`config.mk`:
```
export PLATFORM = sky130hd
export DESIGN_NAME = elevator_call_dispatcher
export DESIGN_NICKNAME = d
export VERILOG_FILES = /design/src/rtl/elevator_pkg.sv /design/src/rtl/elevator_call_dispatcher_next_floor_select.sv /design/src/rtl/elevator_call_dispatcher.sv
export SDC_FILE = /design/constraint.sdc
export NUM_CORES = 1
export LEC_CHECK = 0
export BUFFER_PORTS_ARGS = -buffer_cell sky130_fd_sc_hd__buf_4
export CORE_MARGIN = 1
export CORE_UTILIZATION = 45
export DETAILED_ROUTE_END_ITERATION = 6
export HOLD_SLACK_MARGIN = 0.08
export PLACE_DENSITY = 0.7
export SYNTH_ARGS = -nofsm -noshare
export SYNTH_HDL_FRONTEND = slang
export SYNTH_SLANG_ARGS = --single-unit
```
`constraint.sdc`:
```
create_clock -name clk -period 1.45 [get_ports clk]
set_input_delay 0.29 -clock clk [delete_from_list [all_inputs] [get_ports clk]]
set_output_delay 0.29 -clock clk [all_outputs]
set_load 0.01 [all_outputs]
```
`src/rtl/elevator_pkg.sv`:
```
// ----------------------------------------------------------------------------
// elevator_pkg
// Shared definitions for the elevator call dispatcher slice.
//   DEFAULT_NUM_FLOORS / DEFAULT_FLOOR_W : default geometry of the building
//   floor_t                              : floor index at the default width
//   disp_state_t                         : dispatcher FSM state encoding
// ----------------------------------------------------------------------------
package elevator_pkg;

    localparam int DEFAULT_NUM_FLOORS = 4;
    localparam int DEFAULT_FLOOR_W    = 2;

    typedef logic [DEFAULT_FLOOR_W-1:0] floor_t;

    typedef enum logic [1:0] {
        IDLE        = 2'd0,
        SELECT      = 2'd1,
        OFFER       = 2'd2,
        WAIT_ARRIVE = 2'd3
    } disp_state_t;

endpackage : elevator_pkg

```
`src/rtl/elevator_call_dispatcher_next_floor_select.sv`:
```
// ----------------------------------------------------------------------------
// next_floor_select
// Combinational collective up/down (SCAN) target search.
//   pending    in  NUM_FLOORS  outstanding calls, bit i = floor i
//   cur_floor  in  FLOOR_W     floor the car is standing at
//   dir_up     in  1           current sweep direction, 1 = up
//   sel_floor  out FLOOR_W     chosen target floor
//   sel_dir_up out 1           sweep direction after this choice
// A call at the current floor wins outright. Otherwise the search keeps going
// the current way and only turns around when nothing is left ahead.
// With pending == 0 the outputs echo cur_floor/dir_up and mean nothing.
// ----------------------------------------------------------------------------
module next_floor_select
    import elevator_pkg::*;
#(
    parameter int NUM_FLOORS = DEFAULT_NUM_FLOORS,
    parameter int FLOOR_W    = DEFAULT_FLOOR_W
) (
    input  logic [NUM_FLOORS-1:0] pending,
    input  logic [FLOOR_W-1:0]    cur_floor,
    input  logic                  dir_up,
    output logic [FLOOR_W-1:0]    sel_floor,
    output logic                  sel_dir_up
);

    logic               w_here;
    logic               w_found_above;
    logic               w_found_below;
    logic [FLOOR_W-1:0] w_lowest_above;
    logic [FLOOR_W-1:0] w_highest_below;

    always_comb begin
        w_here          = 1'b0;
        w_found_above   = 1'b0;
        w_found_below   = 1'b0;
        w_lowest_above  = '0;
        w_highest_below = '0;

        for (int i = 0; i < NUM_FLOORS; i++) begin
            if (pending[i] && (i == int'(cur_floor))) begin
                w_here = 1'b1;
            end
        end

        // Descending scan: the last hit written is the lowest floor above.
        for (int i = NUM_FLOORS - 1; i >= 0; i--) begin
            if (pending[i] && (i > int'(cur_floor))) begin
                w_found_above  = 1'b1;
                w_lowest_above = FLOOR_W'(i);
            end
        end

        // Ascending scan: the last hit written is the highest floor below.
        for (int i = 0; i < NUM_FLOORS; i++) begin
            if (pending[i] && (i < int'(cur_floor))) begin
                w_found_below   = 1'b1;
                w_highest_below = FLOOR_W'(i);
            end
        end
    end

    always_comb begin
        sel_floor  = cur_floor;
        sel_dir_up = dir_up;
        if (w_here) begin
            sel_floor  = cur_floor;
            sel_dir_up = dir_up;
        end else if (dir_up) begin
            if (w_found_above) begin
                sel_floor  = w_lowest_above;
                sel_dir_up = 1'b1;
            end else if (w_found_below) begin
                sel_floor  = w_highest_below;
                sel_dir_up = 1'b0;
            end
        end else begin
            if (w_found_below) begin
                sel_floor  = w_highest_below;
                sel_dir_up = 1'b0;
            end else if (w_found_above) begin
                sel_floor  = w_lowest_above;
                sel_dir_up = 1'b1;
            end
        end
    end

endmodule : next_floor_select

```
`src/rtl/elevator_call_dispatcher.sv`:
```
// ----------------------------------------------------------------------------
// elevator_call_dispatcher
// Latches floor calls, picks the next target with a SCAN policy and offers it
// to the car controller over a valid/ack handshake.
//   clk           in  1           system clock, rising edge
//   reset         in  1           synchronous, active-high reset
//   btn_press     in  NUM_FLOORS  one-cycle press pulses, bit i = floor i
//   cur_floor     in  FLOOR_W     car position (valid on arrived, IDLE, SELECT)
//   arrived       in  1           car stopped at cur_floor
//   target_valid  out 1           target_floor is being offered
//   target_floor  out FLOOR_W     floor the car must travel to
//   target_ack    in  1           car controller accepts target_floor
//   pending       out NUM_FLOORS  registered outstanding calls
//   dir_up        out 1           current sweep direction, 1 = up
//   busy          out 1           high whenever the FSM is not IDLE
//
// state       | meaning
// ------------+---------------------------------------------------------
// IDLE        | no target in flight; leaves as soon as a call is pending
// SELECT      | one cycle; latches target_floor/dir_up from the search
// OFFER       | target_valid high, target_floor frozen until target_ack
// WAIT_ARRIVE | car travelling; arrived clears its floor and returns IDLE
// ----------------------------------------------------------------------------
module elevator_call_dispatcher
    import elevator_pkg::*;
#(
    parameter int NUM_FLOORS = DEFAULT_NUM_FLOORS,
    parameter int FLOOR_W    = DEFAULT_FLOOR_W
) (
    input  logic                  clk,
    input  logic                  reset,
    input  logic [NUM_FLOORS-1:0] btn_press,
    input  logic [FLOOR_W-1:0]    cur_floor,
    input  logic                  arrived,
    output logic                  target_valid,
    output logic [FLOOR_W-1:0]    target_floor,
    input  logic                  target_ack,
    output logic [NUM_FLOORS-1:0] pending,
    output logic                  dir_up,
    output logic                  busy
);

    disp_state_t           r_state;
    logic [NUM_FLOORS-1:0] r_pending;
    logic                  r_target_valid;
    logic [FLOOR_W-1:0]    r_target_floor;
    logic                  r_dir_up;
    logic                  r_busy;

    logic [NUM_FLOORS-1:0] w_clr;
    logic [FLOOR_W-1:0]    w_sel_floor;
    logic                  w_sel_dir_up;

    next_floor_select #(
        .NUM_FLOORS (NUM_FLOORS),
        .FLOOR_W    (FLOOR_W)
    ) u_next_floor_select (
        .pending    (r_pending),
        .cur_floor  (cur_floor),
        .dir_up     (r_dir_up),
        .sel_floor  (w_sel_floor),
        .sel_dir_up (w_sel_dir_up)
    );

    // Arrivals only count while a target is in flight; stray pulses elsewhere
    // must not eat calls.
    always_comb begin
        w_clr = '0;
        if ((r_state == WAIT_ARRIVE) && arrived) begin
            for (int i = 0; i < NUM_FLOORS; i++) begin
                if (i == int'(cur_floor)) begin
                    w_clr[i] = 1'b1;
                end
            end
        end
    end

    always_ff @(posedge clk) begin
        if (reset) begin
            r_state        <= IDLE;
            r_pending      <= '0;
            r_target_valid <= 1'b0;
            r_target_floor <= '0;
            r_dir_up       <= 1'b1;
            r_busy         <= 1'b0;
        end else begin
            // Clear is applied after the OR so a press on the arrival floor
            // in the same cycle is dropped: the car is already there.
            r_pending <= (r_pending | btn_press) & ~w_clr;

            case (r_state)
                IDLE: begin
                    if (r_pending != '0) begin
                        r_state <= SELECT;
                        r_busy  <= 1'b1;
                    end
                end
                SELECT: begin
                    r_target_floor <= w_sel_floor;
                    r_dir_up       <= w_sel_dir_up;
                    r_target_valid <= 1'b1;
                    r_state        <= OFFER;
                end
                OFFER: begin
                    if (target_ack) begin
                        r_target_valid <= 1'b0;
                        r_state        <= WAIT_ARRIVE;
                    end
                end
                WAIT_ARRIVE: begin
                    if (arrived) begin
                        r_state <= IDLE;
                        r_busy  <= 1'b0;
                    end
                end
                default: begin
                    r_state        <= IDLE;
                    r_target_valid <= 1'b0;
                    r_busy         <= 1'b0;
                end
            endcase
        end
    end

    assign target_valid = r_target_valid;
    assign target_floor = r_target_floor;
    assign pending      = r_pending;
    assign dir_up       = r_dir_up;
    assign busy         = r_busy;

endmodule : elevator_call_dispatcher

```
==> metrics.yaml <==
routing:
  drc: 0
  met3_wirelength_um: 120
  drt-vias-per-instance: 6.00
  drt_iter0_drc: 21
  routed-via-count: 762
  wl_um: 1860
  wl_met1_um: 751
  antenna_left: 0
  met2WireLength_um: 916
  first_pass_iters: 4
  top_layer_used: "met4"
  post_drt_wl_per_cell_um: 14.7
placement:
  io_buffers: 18
  place.gp.congestion: 0.814
  hpwl_um: 1360
  pre_cts_ws_ns: -0.00425
global_routing:
  grt_max_degree: 11
  antenna_found_initial: 0
  grt-ovfl-total: 0
  grt_pass1_vias: 722
  grt_pass1_wl_um: 3040
  grt_usage_pct: 23.1
floorplan:
  fp.dieH_um: 42.1
  die_width_um: 42.1
  num_rows: 14
  fp.dieArea_mm2: 0.00177
  ioPinCount: 19
  core_area_mm2: 0.00151
  start_util_pct: 48.0
power_and_ir_drop:
  power_frac_comb_pct: 49.6
  p_int_w: 0.000854
  power_switching_w: 0.000526
  vdd_drop_max_v: 0.000829
  leakage_nw: 0.435
  switching_share_pct: 38.1
  power_density_mw_per_mm2: 1440
  seq_power_share_pct: 35.0
  pwr-share-clk_pct: 15.4
clocking:
  ctsHoldBuffers: 0
  cts_made_buffers: 3
  clkSinkCount: 11
  clk_pin_slew_ns: 0.08
  cts_max_level: 1
  cts_tree: "built"
  max-clock-path-buffers: 2
  root_buffer: "clkbuf_4"
  clkLatencyLatePin_ns: 0.27
status:
  status: "completed"
synthesis:
  yosysWarnings: 0
  seq_area_frac_synth_pct: 30.4
  synth_fp_nets: 100
  synth_area_per_cell_um2: 8.51
  syn_inst: 85
  yosys.area_share.simple_pct: 18.0
  synth_fa_ha_area_share_pct: 8.65
  synthArstFlopShare_pct: 0
  netlist_area_um2: 723
  synth_cell_types: 32
  synth_compound_area_share_pct: 27.9
  synth_xor_xnor_area_share_pct: 0
  synth_top_family_by_area: "compound AO/OA/AOI/OAI gates"
  muxShareOfSynthArea_pct: 7.27
  ys.flop_type: "dfxtp_1"
  synth_seq_cells: 11
  synth_edf_count: 0
min_path:
  hold_path_class: "input pin to register"
  holdPathStages: 2
critical_path:
  cp-start-kind: "register"
  critPathMaxStageDelay_ns: 0.50
  critPathArrivalTime_ns: 1.57
  cp.depth: 5
  crit_slowest_cell: "mux4_2"
  worst_setup_path_end_kind: "register"
  path_buf_inv: 0
  crit_type: "register to register"
  cp_cell_sequence: "mux4_2, nor2b_4, nand2b_1, a21oi_2, nor2_1"
  required_ns: 1.61
  cpLargestDelayFamily: "multiplexers"
  crit_fanout: 7
  worstRegToRegCells: 5
finish:
  multi_input_area_um2: 455
  nNetsFinal: 127
  final.fill_count: 135
  fin_util_pct: 63.5
  drive_gt1_share_pct: 39.6
  antenna_cells: 0
  syn2layout_area_growth_pct: 32.4
  seq_area_um2: 229
sta:
  setup_viol: 0
  slew_viol_final: 0
  setup_slack_ns: 0.0411
  fin_crit_sh_pct: 97.2
  maxSlewHeadroom_pct: 77.2
  skew_ns: 0.00753
  worst_slew_pin_slew_ns: 0.341
  period_minus_slack_ns: 1.41
  hold_viol_final: 0
  fmax_mhz: 710
flow_run:
  cap_viol_max_count: 0
-- registers in the layout, indices dropped and copies added, names as in the netlist --
register and cells:
busy 1, dir_up 1, pending 4, r_state 2, target_floor 2, target_valid 1
-- synth_stat cells, types with 2 or more instances --
cell / number / share of area [%]
o221a_2: 3 / 4.7
inv_1: 8 / 4.2
a211oi_1: 4 / 4.2
dfxtp_1: 11 / 30
nor3_1: 3 / 2.1
mux2i_1: 3 / 4.2
o21ai_0: 4 / 2.8
buf_2: 3 / 2.1
nand3_1: 2 / 1.4
nand2_1: 6 / 3.1
ha_1: 5 / 8.7
nor2_1: 9 / 4.7
a21oi_1: 5 / 3.5
-- placed cells by master (no fill, tap or decap), types with 4 or more instances in the layout --
cell | Yosys | final
inv_1 | 8 | 8
o21ai_0 | 4 | 4
buf_4 | 0 | 26
nor2_1 | 9 | 9
nand2_1 | 6 | 6
a21oi_1 | 5 | 4
ha_1 | 5 | 5
dfxtp_1 | 11 | 6
a211oi_1 | 4 | 4
dfxtp_2 | 0 | 4
-- power by group through the flow --
stage	clock network [W]	registers [W]	logic (W)
after global placement	0	0.000475	0.000630
after floorplan	0	0.000493	0.000424
final	0.000213	0.000483	0.000684
after detailed placement	0	0.000482	0.000647
after CTS	0.000219	0.000475	0.000654
after global routing	0.000241	0.000497	0.000772
-- metal layers --
layer	vias up	track usage (%)
met5	-	0
met4	0	12.5
met3	10	6.47
met2	37	37.5
met1	350	27.5
li1	365	-
-- cell type report --
cell class	count	area share, %
Timing Repair Buffer	26	20.4
Clock buffer	3	2.35
Clock inverter	1	0.523
Multi-Input combinational cell	62	47.6
Tap cell	16	2.09
Inverter	8	3.14
Sequential cell	11	23.9
-- logic make-up (layout without fill, tap and decap cells) --
group | Yosys count | after routing
fa+ha+maj | 5 | 5
mux | 4 | 4
flops | 11 | 11
compound gates | 27 | 27
buf+inv | 12 | 38
simple gates | 26 | 26
-- stage by stage --
step                      area [µm²]  total power (W)  hold slack, ns  setup TNS, ns  cells
after global placement           898          0.00110           0.488              0    121
after floorplan                  731         0.000917           0.462              0     85
after CTS                        933          0.00135           0.265              0    126
after global routing             957          0.00151           0.261        -0.0150    127
final                            957          0.00138           0.263              0    127
after detailed placement         898          0.00113           0.500       -0.00425    121
-- worst paths after layout --
check	endpoint	slack (ns)	start
setup / recovery	dir_up	0.04	pending[0]
hold / removal	r_state[1]	0.26	reset
setup reg to reg	dir_up	0.04	pending[0]
hold reg to reg	target_valid	0.51	target_valid
-- timing repair --
action	CTS	global route
endpoints found under the hold margin	0	0
buffers inserted	1	1
endpoints found under the setup margin	1	6
pin swaps	1	1
resized for setup	0	7
(Power assumes the default switching activity.)
